**src/rtl/dump_sequencer_pkg.sv**
```systemverilog
`default_nettype none
// ----------------------------------------------------------------------------
// dump_sequencer_pkg : state/section encodings and word-size constants for the debug dump path
// Rev 1.0
// ----------------------------------------------------------------------------
package dump_sequencer_pkg;

    localparam int c_bits_size_dflt     = 32;
    localparam int c_size_trama_dflt    = 8;
    localparam int c_n_regs_dflt        = 32;
    localparam int c_size_mem_data_dflt = 16;

    function automatic int bytes_per_word(input int bits_size, input int size_trama);
        return bits_size / size_trama;
    endfunction

    localparam int c_bytes_per_word = bytes_per_word(c_bits_size_dflt, c_size_trama_dflt);

    typedef enum logic [2:0] {
        ST_IDLE     = 3'd0,
        ST_SET_ADDR = 3'd1,
        ST_LATCH    = 3'd2,
        ST_SEND     = 3'd3,
        ST_WAIT_TX  = 3'd4,
        ST_NEXT     = 3'd5,
        ST_FINISH   = 3'd6
    } dump_state_t;

    typedef enum logic [1:0] {
        SEC_PC    = 2'd0,
        SEC_COUNT = 2'd1,
        SEC_REGS  = 2'd2,
        SEC_MEM   = 2'd3
    } dump_section_t;

endpackage
`default_nettype wire

```
**src/rtl/dump_sequencer_if.sv**
```systemverilog
`default_nettype none
// ----------------------------------------------------------------------------
// dump_sequencer_if : start/done, source-data and UART-frame signals of the dump sequencer
// Rev 1.0
// ----------------------------------------------------------------------------
interface dump_sequencer_if #(
    parameter int BITS_SIZE  = 32,
    parameter int SIZE_TRAMA = 8,
    parameter int N_REGS     = 32
);
    logic                      i_start;
    logic [BITS_SIZE-1:0]      i_mips_pc;
    logic [BITS_SIZE-1:0]      i_clk_count;
    logic [BITS_SIZE-1:0]      i_data_register;
    logic [BITS_SIZE-1:0]      i_data_mem;
    logic                      i_tx_done;
    logic                      o_tx_start;
    logic [SIZE_TRAMA-1:0]     o_tx_data;
    logic [$clog2(N_REGS)-1:0] o_select_addr_registers;
    logic [BITS_SIZE-1:0]      o_select_addr_memdata;
    logic                      o_busy;
    logic                      o_done;

    // master: debug unit / UART side that requests the dump
    modport master (
        output i_start, i_mips_pc, i_clk_count, i_data_register, i_data_mem, i_tx_done,
        input  o_tx_start, o_tx_data, o_select_addr_registers, o_select_addr_memdata,
               o_busy, o_done
    );

    modport slave (
        input  i_start, i_mips_pc, i_clk_count, i_data_register, i_data_mem, i_tx_done,
        output o_tx_start, o_tx_data, o_select_addr_registers, o_select_addr_memdata,
               o_busy, o_done
    );
endinterface
`default_nettype wire

```
**src/rtl/dump_sequencer_word_serializer.sv**
```systemverilog
`default_nettype none
// ----------------------------------------------------------------------------
// dump_sequencer_word_serializer : splits one word into frames, most-significant frame first
// Rev 1.0
// ----------------------------------------------------------------------------
module dump_sequencer_word_serializer
    import dump_sequencer_pkg::*;
#(
    parameter int BITS_SIZE  = c_bits_size_dflt,
    parameter int SIZE_TRAMA = c_size_trama_dflt
) (
    input  wire logic                  i_clk,
    input  wire logic                  i_reset,
    input  wire logic                  i_load,
    input  wire logic                  i_shift,
    input  wire logic [BITS_SIZE-1:0]  i_word,
    output logic      [SIZE_TRAMA-1:0] o_top_byte,
    output logic                       o_last_byte
);
    localparam int c_bpw   = bytes_per_word(BITS_SIZE, SIZE_TRAMA);
    localparam int c_cnt_w = (c_bpw > 1) ? $clog2(c_bpw) : 1;
    localparam logic [c_cnt_w-1:0] c_last_idx = c_cnt_w'(c_bpw - 1);

    logic [BITS_SIZE-1:0] r_shift;
    logic [c_cnt_w-1:0]   r_byte_idx;

    // The counter saturates at the last byte so a stray shift can never run past the word.
    always_ff @(posedge i_clk) begin
        if (!i_reset) begin
            r_shift    <= '0;
            r_byte_idx <= '0;
        end else if (i_load) begin
            r_shift    <= i_word;
            r_byte_idx <= '0;
        end else if (i_shift && (r_byte_idx != c_last_idx)) begin
            r_shift    <= r_shift << SIZE_TRAMA;
            r_byte_idx <= r_byte_idx + 1'b1;
        end
    end

    assign o_top_byte  = r_shift[BITS_SIZE-1 -: SIZE_TRAMA];
    assign o_last_byte = (r_byte_idx == c_last_idx);

endmodule
`default_nettype wire

```
**src/rtl/dump_sequencer.sv**
```systemverilog
`default_nettype none
// ----------------------------------------------------------------------------
// dump_sequencer : streams PC, cycle count, register bank and data memory out as UART frames
// Rev 1.0
// ----------------------------------------------------------------------------
module dump_sequencer
    import dump_sequencer_pkg::*;
#(
    parameter int BITS_SIZE     = c_bits_size_dflt,
    parameter int SIZE_TRAMA    = c_size_trama_dflt,
    parameter int N_REGS        = c_n_regs_dflt,
    parameter int SIZE_MEM_DATA = c_size_mem_data_dflt
) (
    input  wire logic       i_clk,
    input  wire logic       i_reset,
    dump_sequencer_if.slave bus
);
    localparam int c_reg_w  = $clog2(N_REGS);
    localparam int c_word_w = $clog2((N_REGS > SIZE_MEM_DATA) ? N_REGS : SIZE_MEM_DATA);
    localparam logic [c_word_w-1:0] c_last_reg = c_word_w'(N_REGS - 1);
    localparam logic [c_word_w-1:0] c_last_mem = c_word_w'(SIZE_MEM_DATA - 1);

    dump_state_t           r_state;
    dump_section_t         r_section;
    logic [c_word_w-1:0]   r_word;
    logic                  r_tx_start;
    logic [SIZE_TRAMA-1:0] r_tx_data;
    logic [c_reg_w-1:0]    r_sel_reg;
    logic [BITS_SIZE-1:0]  r_sel_mem;
    logic                  r_busy;
    logic                  r_done;

    logic                  w_load;
    logic                  w_shift;
    logic                  w_last_byte;
    logic [SIZE_TRAMA-1:0] w_top_byte;
    logic [BITS_SIZE-1:0]  w_word_in;
    logic [c_word_w-1:0]   w_word_inc;

    assign w_load     = (r_state == ST_LATCH);
    assign w_shift    = (r_state == ST_NEXT) && !w_last_byte;
    assign w_word_inc = r_word + 1'b1;

    always_comb begin
        w_word_in = bus.i_mips_pc;
        case (r_section)
            SEC_COUNT: w_word_in = bus.i_clk_count;
            SEC_REGS:  w_word_in = bus.i_data_register;
            SEC_MEM:   w_word_in = bus.i_data_mem;
            default:   w_word_in = bus.i_mips_pc;
        endcase
    end

    dump_sequencer_word_serializer #(
        .BITS_SIZE  (BITS_SIZE),
        .SIZE_TRAMA (SIZE_TRAMA)
    ) u_serializer (
        .i_clk       (i_clk),
        .i_reset     (i_reset),
        .i_load      (w_load),
        .i_shift     (w_shift),
        .i_word      (w_word_in),
        .o_top_byte  (w_top_byte),
        .o_last_byte (w_last_byte)
    );

    // Addresses are updated on the way into SET_ADDR so the bank/memory read latency
    // has elapsed by the time LATCH samples the data.
    always_ff @(posedge i_clk) begin
        if (!i_reset) begin
            r_state    <= ST_IDLE;
            r_section  <= SEC_PC;
            r_word     <= '0;
            r_tx_start <= 1'b0;
            r_tx_data  <= '0;
            r_sel_reg  <= '0;
            r_sel_mem  <= '0;
            r_busy     <= 1'b0;
            r_done     <= 1'b0;
        end else begin
            r_tx_start <= 1'b0;
            r_done     <= 1'b0;
            case (r_state)
                ST_IDLE: begin
                    if (bus.i_start) begin
                        r_busy    <= 1'b1;
                        r_section <= SEC_PC;
                        r_word    <= '0;
                        r_state   <= ST_SET_ADDR;
                    end
                end
                ST_SET_ADDR: r_state <= ST_LATCH;
                ST_LATCH:    r_state <= ST_SEND;
                ST_SEND: begin
                    r_tx_start <= 1'b1;
                    r_tx_data  <= w_top_byte;
                    r_state    <= ST_WAIT_TX;
                end
                ST_WAIT_TX: begin
                    if (bus.i_tx_done) begin
                        r_state <= ST_NEXT;
                    end
                end
                ST_NEXT: begin
                    if (!w_last_byte) begin
                        r_state <= ST_SEND;
                    end else begin
                        r_state <= ST_SET_ADDR;
                        case (r_section)
                            SEC_PC: r_section <= SEC_COUNT;
                            SEC_COUNT: begin
                                r_section <= SEC_REGS;
                                r_word    <= '0;
                                r_sel_reg <= '0;
                            end
                            SEC_REGS: begin
                                if (r_word == c_last_reg) begin
                                    r_section <= SEC_MEM;
                                    r_word    <= '0;
                                    r_sel_mem <= '0;
                                end else begin
                                    r_word    <= w_word_inc;
                                    r_sel_reg <= w_word_inc[c_reg_w-1:0];
                                end
                            end
                            default: begin
                                if (r_word == c_last_mem) begin
                                    r_state <= ST_FINISH;
                                end else begin
                                    r_word    <= w_word_inc;
                                    r_sel_mem <= BITS_SIZE'(w_word_inc);
                                end
                            end
                        endcase
                    end
                end
                ST_FINISH: begin
                    r_done  <= 1'b1;
                    r_busy  <= 1'b0;
                    r_state <= ST_IDLE;
                end
                default: r_state <= ST_IDLE;
            endcase
        end
    end

    assign bus.o_tx_start              = r_tx_start;
    assign bus.o_tx_data               = r_tx_data;
    assign bus.o_select_addr_registers = r_sel_reg;
    assign bus.o_select_addr_memdata   = r_sel_mem;
    assign bus.o_busy                  = r_busy;
    assign bus.o_done                  = r_done;

endmodule
`default_nettype wire

```
**src/flat_wrapper.sv**
```systemverilog
// flat-port wrapper written by rule: the top's interface ports become plain ports
module dump_sequencer_flat import dump_sequencer_pkg::*;
#(
    parameter int BITS_SIZE     = c_bits_size_dflt,
    parameter int SIZE_TRAMA    = c_size_trama_dflt,
    parameter int N_REGS        = c_n_regs_dflt,
    parameter int SIZE_MEM_DATA = c_size_mem_data_dflt
)
  (i_clk, i_reset, bus_i_start, bus_i_mips_pc, bus_i_clk_count, bus_i_data_register, bus_i_data_mem, bus_i_tx_done, bus_o_tx_start, bus_o_tx_data, bus_o_select_addr_registers, bus_o_select_addr_memdata, bus_o_busy, bus_o_done);
  dump_sequencer_if #(.BITS_SIZE(BITS_SIZE), .SIZE_TRAMA(SIZE_TRAMA), .N_REGS(N_REGS)) bus_i ();
  input  wire logic i_clk;
  input  wire logic i_reset;
  input wire logic [$bits(bus_i.i_start)-1:0] bus_i_start;
  input wire logic [$bits(bus_i.i_mips_pc)-1:0] bus_i_mips_pc;
  input wire logic [$bits(bus_i.i_clk_count)-1:0] bus_i_clk_count;
  input wire logic [$bits(bus_i.i_data_register)-1:0] bus_i_data_register;
  input wire logic [$bits(bus_i.i_data_mem)-1:0] bus_i_data_mem;
  input wire logic [$bits(bus_i.i_tx_done)-1:0] bus_i_tx_done;
  output wire logic [$bits(bus_i.o_tx_start)-1:0] bus_o_tx_start;
  output wire logic [$bits(bus_i.o_tx_data)-1:0] bus_o_tx_data;
  output wire logic [$bits(bus_i.o_select_addr_registers)-1:0] bus_o_select_addr_registers;
  output wire logic [$bits(bus_i.o_select_addr_memdata)-1:0] bus_o_select_addr_memdata;
  output wire logic [$bits(bus_i.o_busy)-1:0] bus_o_busy;
  output wire logic [$bits(bus_i.o_done)-1:0] bus_o_done;
  assign bus_i.i_start = bus_i_start;
  assign bus_i.i_mips_pc = bus_i_mips_pc;
  assign bus_i.i_clk_count = bus_i_clk_count;
  assign bus_i.i_data_register = bus_i_data_register;
  assign bus_i.i_data_mem = bus_i_data_mem;
  assign bus_i.i_tx_done = bus_i_tx_done;
  assign bus_o_tx_start = bus_i.o_tx_start;
  assign bus_o_tx_data = bus_i.o_tx_data;
  assign bus_o_select_addr_registers = bus_i.o_select_addr_registers;
  assign bus_o_select_addr_memdata = bus_i.o_select_addr_memdata;
  assign bus_o_busy = bus_i.o_busy;
  assign bus_o_done = bus_i.o_done;
  dump_sequencer #(.BITS_SIZE(BITS_SIZE), .SIZE_TRAMA(SIZE_TRAMA), .N_REGS(N_REGS), .SIZE_MEM_DATA(SIZE_MEM_DATA)) u_core (.i_clk(i_clk), .i_reset(i_reset), .bus(bus_i));
endmodule
```
**config.mk**
```make
export PLATFORM = sky130hd
export DESIGN_NAME = dump_sequencer_flat
export DESIGN_NICKNAME = d
export VERILOG_FILES = /design/src/rtl/dump_sequencer_pkg.sv /design/src/rtl/dump_sequencer_if.sv /design/src/rtl/dump_sequencer_word_serializer.sv /design/src/rtl/dump_sequencer.sv /design/src/flat_wrapper.sv
export SDC_FILE = /design/constraint.sdc
export NUM_CORES = 1
export LEC_CHECK = 0
export ABC_AREA = 1
export BUFFER_PORTS_ARGS = -buffer_cell sky130_fd_sc_hd__buf_2
export CAP_MARGIN = 20
export CORE_ASPECT_RATIO = 1.75
export CORE_UTILIZATION = 54
export CTS_BUF_LIST = sky130_fd_sc_hd__clkbuf_8
export CTS_CLUSTER_DIAMETER = 60
export DETAILED_ROUTE_END_ITERATION = 6
export PLACE_DENSITY = 0.88
export SLEW_MARGIN = 20
export SYNTH_ARGS = -nofsm -noshare
export SYNTH_HDL_FRONTEND = slang
export SYNTH_HIERARCHICAL = 1
export SYNTH_SLANG_ARGS = --single-unit
export TNS_END_PERCENT = 30
```
**constraint.sdc**
```tcl
create_clock -name i_clk -period 2.8 [get_ports i_clk]
set_input_delay 0.28 -clock i_clk [delete_from_list [all_inputs] [get_ports i_clk]]
set_output_delay 0.28 -clock i_clk [all_outputs]
set_load 0.02 [all_outputs]
```
==> impl_metrics.json, run 1 <==
{
  "hold_class": "in2reg",
  "clock_latency_ns": 0.36,
  "ctsHoldBuffers": 0,
  "num_rows": 43,
  "yosysMostFrequentCell": "nand2_1",
  "cts_tree": "yes",
  "synth_top_area_share_pct": 29.54,
  "hpwlAfterDp_um": 8987,
  "yosys-top-cells-count": "nand2_1 (216), nor2_1 (80), dfxtp_1 (65)",
  "diodes": 0,
  "drt-pass1-iter-count": 5,
  "drc": 0,
  "cts-htree-levels": 3,
  "design.core.area_um2": 7909,
  "rsz0062_at_grt": "false",
  "min_period_ns": 2.263,
  "grt_first_pass_wirelength_um": 19350,
  "seq_area_frac_synth_pct": 29.54,
  "yosysTopAreaCell": "dfxtp_1",
  "vias": 4705,
  "cts_setup_buffers": 0,
  "crit_fanout": 35,
  "hp-start": "bus_i_tx_done",
  "status": "completed",
  "finalSetupViolCount": 0,
  "p_leak_nw": 2.350,
  "crit_type": "reg2reg",
  "crit_arrival_ns": 2.52,
  "io_pins": 180,
  "r2r-start": "u_core/r_section[1]",
  "die_h_um": 121.5,
  "syn_to_final_growth_pct": 16.56,
  "final_util_pct": 64.93,
  "grt_pass1_vias": 4408,
  "yosys-top-cells-area": "dfxtp_1 (30%), nand2_1 (18%), a21oi_1 (7.2%), buf_4 (7.0%), nor2_1 (6.8%)",
  "synth_async_sr_flop_share_pct": 0,
  "root_buffer": "clkbuf_8",
  "synth_top_flop_cell": "dfxtp_1",
  "ant_nets": 0,
  "wl_um": 12190,
  "worst_pin_slew_ns": 0.9440,
  "ys_warn_count": 6,
  "wl_per_cell_um": 13.81,
  "clockBufferDepth": 2,
  "syn_area_um2": 4405,
  "viasPerCell": 5.328,
  "finalMaxSlewViolations": 0,
  "fin_tns_setup_ns": 0,
  "final.period_utilization_pct": 80.82,
  "cts_buffers": 9,
  "track_usage_pct": 28.78,
  "yosys.cell_types.count": 36,
  "max_slew_margin_pct": 36.68,
  "globalplace.congestion": 0.8924,
  "drive_gt1_share_pct": 29.00,
  "worstPathRequired_ns": 3.06,
  "peakVddDrop_uv": 259.6,
  "place.port_buffers": 152,
  "antenna_found_initial": 0,
  "grt-ovfl-total": 0,
  "fp.dieW_um": 70.28,
  "setup_ws_ns": 0.5370,
  "synthCells": 669,
  "max_cap_violations": 0,
  "clk_pin_slew_ns": 0.07,
  "cts_resized": 0,
  "synth_edf_count": 0,
  "nFillCells": 702,
  "drt_iter0_markers": 290,
  "startpoint": "u_core/r_section[1]",
  "start_kind": "flip-flop",
  "grt_max_degree": 59,
  "final_nets": 928,
  "cts_sinks": 65,
  "p_per_area_nw_per_um2": 503.4,
  "start_util_pct": 55.70,
  "seq_area_um2": 1301,
  "dieArea_um2": 8537,
  "synth.avg_cell_area_um2": 6.585,
  "place_ws_ns": 0.5743,
  "ys_ff_latch": 65,
  "max_freq_ghz": 0.4419,
  "worstSetupEndpointType": "flip-flop",
  "multi_input_area_um2": 2575,
  "hold_viol_final": 0,
  "clock_skew_ns": 0.008828
}
## stage by stage
step	std cells	area [µm²]	hold slack [ns]	total power [mW]
global route	883	5135	0.2457	2.720
finish	883	5135	0.2176	2.585
global placement	867	4928	0.4504	1.738
floorplan	695	4503	0.4265	1.597
CTS	883	5135	0.2166	2.587
detailed placement	867	4928	0.4553	1.759
## power by group
part / switching, mW / internal (mW) / total (mW) / leakage [nW]
clock: 0.375 / 0.456 / 0.832 / 0.107
sequential: 0.0402 / 0.967 / 1.01 / 0.527
combinational: 0.489 / 0.258 / 0.747 / 1.72
total: 0.904 / 1.68 / 2.58 / 2.35
## final cells by class
type / instances / share of cell area [%]
Clock inverter: 5 / 1.072
Clock buffer: 11 / 2.948
Sequential cell: 65 / 25.34
Tap cell: 90 / 2.193
Inverter: 29 / 2.217
Timing Repair Buffer: 159 / 16.08
Multi-Input combinational cell: 524 / 50.15
## cell usage in the layout, fill, tap and decap left out, types with 2 or more instances in the layout
cell	n
inv_2	3
clkinv_4	2
nand3_2	21
clkinv_1	2
clkbuf_8	11
nor2_1	80
ha_1	8
nand2_2	3
o21ai_0	13
a31oi_1	32
nand3_1	27
dfxtp_1	65
a21oi_2	20
nand2_1	216
buf_2	152
buf_4	6
nand2_4	2
a21oi_1	63
conb_1	27
inv_1	24
## critical path, stage by stage (launching register included)
cell,delay [ns]
dfxtp_1,0.35
inv_1,0.09
ha_1,0.17
clkinv_1,0.74
o21ai_0,0.37
nand2_2,0.13
nand2_4,0.13
nand2_1,0.06
nand2_1,0.06
nor2_1,0.06
## logic make-up after synthesis
logic type                 Yosys count  synth area share, %
AOI/OAI and AO/OA                  131                17.67
and+or+nand+nor                    356                35.70
adders and majority gates            8                2.272
xor gates and xnor gates             2               0.3977
other                                1              0.08512
DFF                                 65                29.54
buffers and inverters              106                14.34
## per-layer routing
metal / track usage [%] / share of wire (%)
met5: 0 / 0
met4: 17.25 / 3.6
met3: 3.821 / 6.7
met2: 52.74 / 53
met1: 30.57 / 37
## registers in the layout (all words and copies together) (netlist names)
register and flops:
u_core/u_serializer/r_shift 32, u_core/bus.o_busy 1, u_core/r_word 5, u_core/r_state 3, u_core/bus.o_select_addr_memdata 5, u_core/bus.o_done 1, u_core/bus.o_select_addr_registers 5, u_core/bus.o_tx_start 1
u_core/r_section 2, u_core/u_serializer/r_byte_idx 2, u_core/bus.o_tx_data 8
## path summary, 6_finish.rpt
kind | end | slack, ns | cells past startpoint
min reg2reg | u_core/bus.o_select_addr_registers[3] | 0.47 | 2
max reg2reg | u_core/r_word[1] | 0.54 | 9
min | u_core/r_state[0] | 0.22 | 3
max | u_core/r_word[1] | 0.54 | 9
(Power assumes the default switching activity.)
==> run 2, diff against run 1 <==
--- a/config.mk
+++ b/config.mk
@@ -5,15 +5,15 @@
 export SDC_FILE = /design/constraint.sdc
 export NUM_CORES = 1
 export LEC_CHECK = 0
-export ABC_AREA = 1
+export ABC_AREA = 0
 export BUFFER_PORTS_ARGS = -buffer_cell sky130_fd_sc_hd__buf_2
 export CAP_MARGIN = 20
 export CORE_ASPECT_RATIO = 1.75
-export CORE_UTILIZATION = 54
+export CORE_UTILIZATION = 49
 export CTS_BUF_LIST = sky130_fd_sc_hd__clkbuf_8
 export CTS_CLUSTER_DIAMETER = 60
 export DETAILED_ROUTE_END_ITERATION = 6
-export PLACE_DENSITY = 0.88
+export PLACE_DENSITY = 0.83
 export SLEW_MARGIN = 20
 export SYNTH_ARGS = -nofsm -noshare
 export SYNTH_HDL_FRONTEND = slang
==> constraint.sdc (replaced) <==
create_clock -name i_clk -period 2.1 [get_ports i_clk]
set_input_delay 0.21 -clock i_clk [delete_from_list [all_inputs] [get_ports i_clk]]
set_output_delay 0.21 -clock i_clk [all_outputs]
set_load 0.02 [all_outputs]
==> run 2 against run 1 <==
Compared with the run above:
- the flow now finishes with violations (design-rule violations)
- critical path type unchanged
- highest routed layer unchanged
- total power increased by 3.9%
- largest cell class unchanged
- clock skew grew 0.00066 ns
- wire length down 3.8%
- worst setup slack lost 0.40 ns
- clock power rose by 13%
==> impl_metrics.json, run 2 <==
{
  "ys_warn_count": 6,
  "diodes": 0,
  "cts_resized": 0,
  "root_buffer": "clkbuf_8",
  "worst_path_max_delay_cell": "a222oi_1",
  "worst_pin_slew_ns": 0.5798,
  "synth_edf_count": 0,
  "use_met3_pct": 4.880,
  "hold_viol_final": 0,
  "worstSetupEndpointType": "flip-flop",
  "fp.dieW_um": 70.55,
  "path_cells": "inv_1 > ha_1 > buf_12 > a222oi_1 > mux2i_1 > o21ai_0 > a31oi_1",
  "layout_common_cells": "buf_2 (152), nand2_1 (69), dfxtp_1 (65)",
  "grt_pass1_vias": 3948,
  "peakVddDrop_uv": 315.6,
  "p_leak_nw": 2.441,
  "grt_first_pass_wirelength_um": 18440,
  "die_h_um": 122.0,
  "p_total_mw": 2.687,
  "busiest_layer": "met2",
  "max_slew_margin_pct": 61.24,
  "hold_class": "in2reg",
  "crit_fanout": 36,
  "start_util_pct": 50.60,
  "yosys.cell_types.count": 51,
  "cts_tree": "yes",
  "synthCells": 499,
  "largest_reg_flops": 32,
  "yosysTopAreaCell": "dfxtp_1",
  "track_usage_pct": 28.02,
  "cts-htree-levels": 3,
  "max_freq_ghz": 0.5105,
  "final_nets": 766,
  "finalMaxSlewViolations": 0,
  "drc": 18,
  "grt-ovfl-total": 0,
  "antenna_found_initial": 0,
  "num_rows": 43,
  "wl_um": 11730,
  "gr-usage-met2_pct": 52.49,
  "place.port_buffers": 152,
  "synth_async_sr_flop_share_pct": 0,
  "globalplace.congestion": 0.9092,
  "cts_setup_buffers": 0,
  "dieArea_um2": 8603,
  "viasPerCell": 5.779,
  "cp_num_buf_inv": 2,
  "p_per_area_nw_per_um2": 553.4,
  "rsz0062_at_grt": "false",
  "synth_top_flop_cell": "dfxtp_1",
  "clockBufferDepth": 2,
  "status": "complete, but fails checks",
  "crit_arrival_ns": 2.19,
  "grt_max_degree": 45,
  "drive_gt1_share_pct": 29.95,
  "r2r_slack_ns": 0.14,
  "worstPathRequired_ns": 2.33,
  "fin_tns_setup_ns": 0,
  "seq_area_frac_synth_pct": 32.30,
  "top_register": "u_core/u_serializer/r_shift",
  "clock_skew_ns": 0.009487,
  "max_cap_violations": 0,
  "cts_buffers": 9,
  "ctsHoldBuffers": 0,
  "hpwlAfterDp_um": 8818,
  "layout_commonest_cell": "buf_2",
  "min_period_ns": 1.959,
  "synth_top_area_share_pct": 32.30,
  "final.period_utilization_pct": 93.28,
  "ys_ff_latch": 65,
  "drt-pass1-iter-count": 7,
  "drt_iter0_markers": 428,
  "io_pins": 180,
  "yosys-top-cells-area": "dfxtp_1 (32%), mux2i_1 (9.9%), buf_4 (8.0%), a222oi_1 (8.0%), nand2_1 (6.4%)",
  "cpPeakStageDelay_ns": 0.42,
  "synth.avg_cell_area_um2": 8.074,
  "grtUsageMet1_pct": 27.56,
  "ant_nets": 0,
  "design.core.area_um2": 7963,
  "vias": 4167,
  "finalSetupViolCount": 0,
  "syn_to_final_growth_pct": 20.50,
  "yosys-top-cells-count": "nand2_1 (69), dfxtp_1 (65), buf_4 (43)",
  "failed_checks": "design-rule violations",
  "wl_per_cell_um": 16.27,
  "start_kind": "flip-flop",
  "crit_type": "reg2reg",
  "cts_sinks": 65,
  "clk_pin_slew_ns": 0.07,
  "yosysMostFrequentCell": "nand2_1",
  "cp_top_family": "compound AO/OA/AOI/OAI gates",
  "clock_latency_ns": 0.35,
  "syn_area_um2": 4029
}
[run 2: kinds of logic (layout without fill, tap and decap cells)]
logic type | Yosys count | after routing | share of synthesized area, %
buffers and inverters | 117 | 223 | 16.02
xor gates and xnor gates | 3 | 3 | 0.6523
other | 1 | 27 | 0.09308
and+or+nand+nor | 131 | 131 | 15.25
AOI/OAI and AO/OA | 134 | 134 | 23.26
adders and majority gates | 8 | 8 | 2.485
DFF | 65 | 65 | 32.30
muxes | 40 | 40 | 9.938
[run 2: stage by stage]
stage          util (%)  std cells  cell area, µm²  hold WS [ns]  worst slack, ns
2_1_floorplan         -        525            4126        0.3483           0.2959
3_3_place_gp      58.66        705            4671        0.4425           0.2147
3_5_place_dp      58.66        705            4671        0.4548           0.1926
4_1_cts           60.84        721            4845        0.1557           0.1595
5_1_grt           60.97        721            4855        0.2199          0.01580
6_report          60.97        721            4855        0.1869           0.1411
[run 2: area by class of cell]
cell class	count	area [µm²]
repair buffers	164	913.4
well taps	90	112.6
fillers	706	3108
inverters	43	161.4
clock buffers	11	151.4
multi-input cells	343	2192
clock inverters	5	22.52
flip-flops and latches	65	1301
[run 2: final timing paths]
kind,start,to,depth (start not counted)
max,u_core/r_section[0],u_core/u_serializer/r_shift[31],7
min,bus_i_tx_done,u_core/r_state[0],3
max reg2reg,u_core/r_section[0],u_core/u_serializer/r_shift[31],7
min reg2reg,u_core/bus.o_select_addr_memdata[2],u_core/bus.o_select_addr_memdata[2],2
[run 2: power breakdown]
part           switching [mW]  internal, mW  total, mW
sequential             0.0443          1.29       1.34
clock                   0.462         0.478      0.940
combinational           0.233         0.176      0.410
[run 2: per-layer routing]
metal  wire, µm  share of wire (%)  up-vias
met4        561                4.8        0
met1       4084                 35     1938
li1           -                  -     1975
met2       6235                 53      222
met3        850                7.2       32
met5          0                  0        -
[run 2: tightest hold or removal path: stages]
cell,delay [ns]
buf_2,0.08
o211ai_1,0.08
a21oi_1,0.12
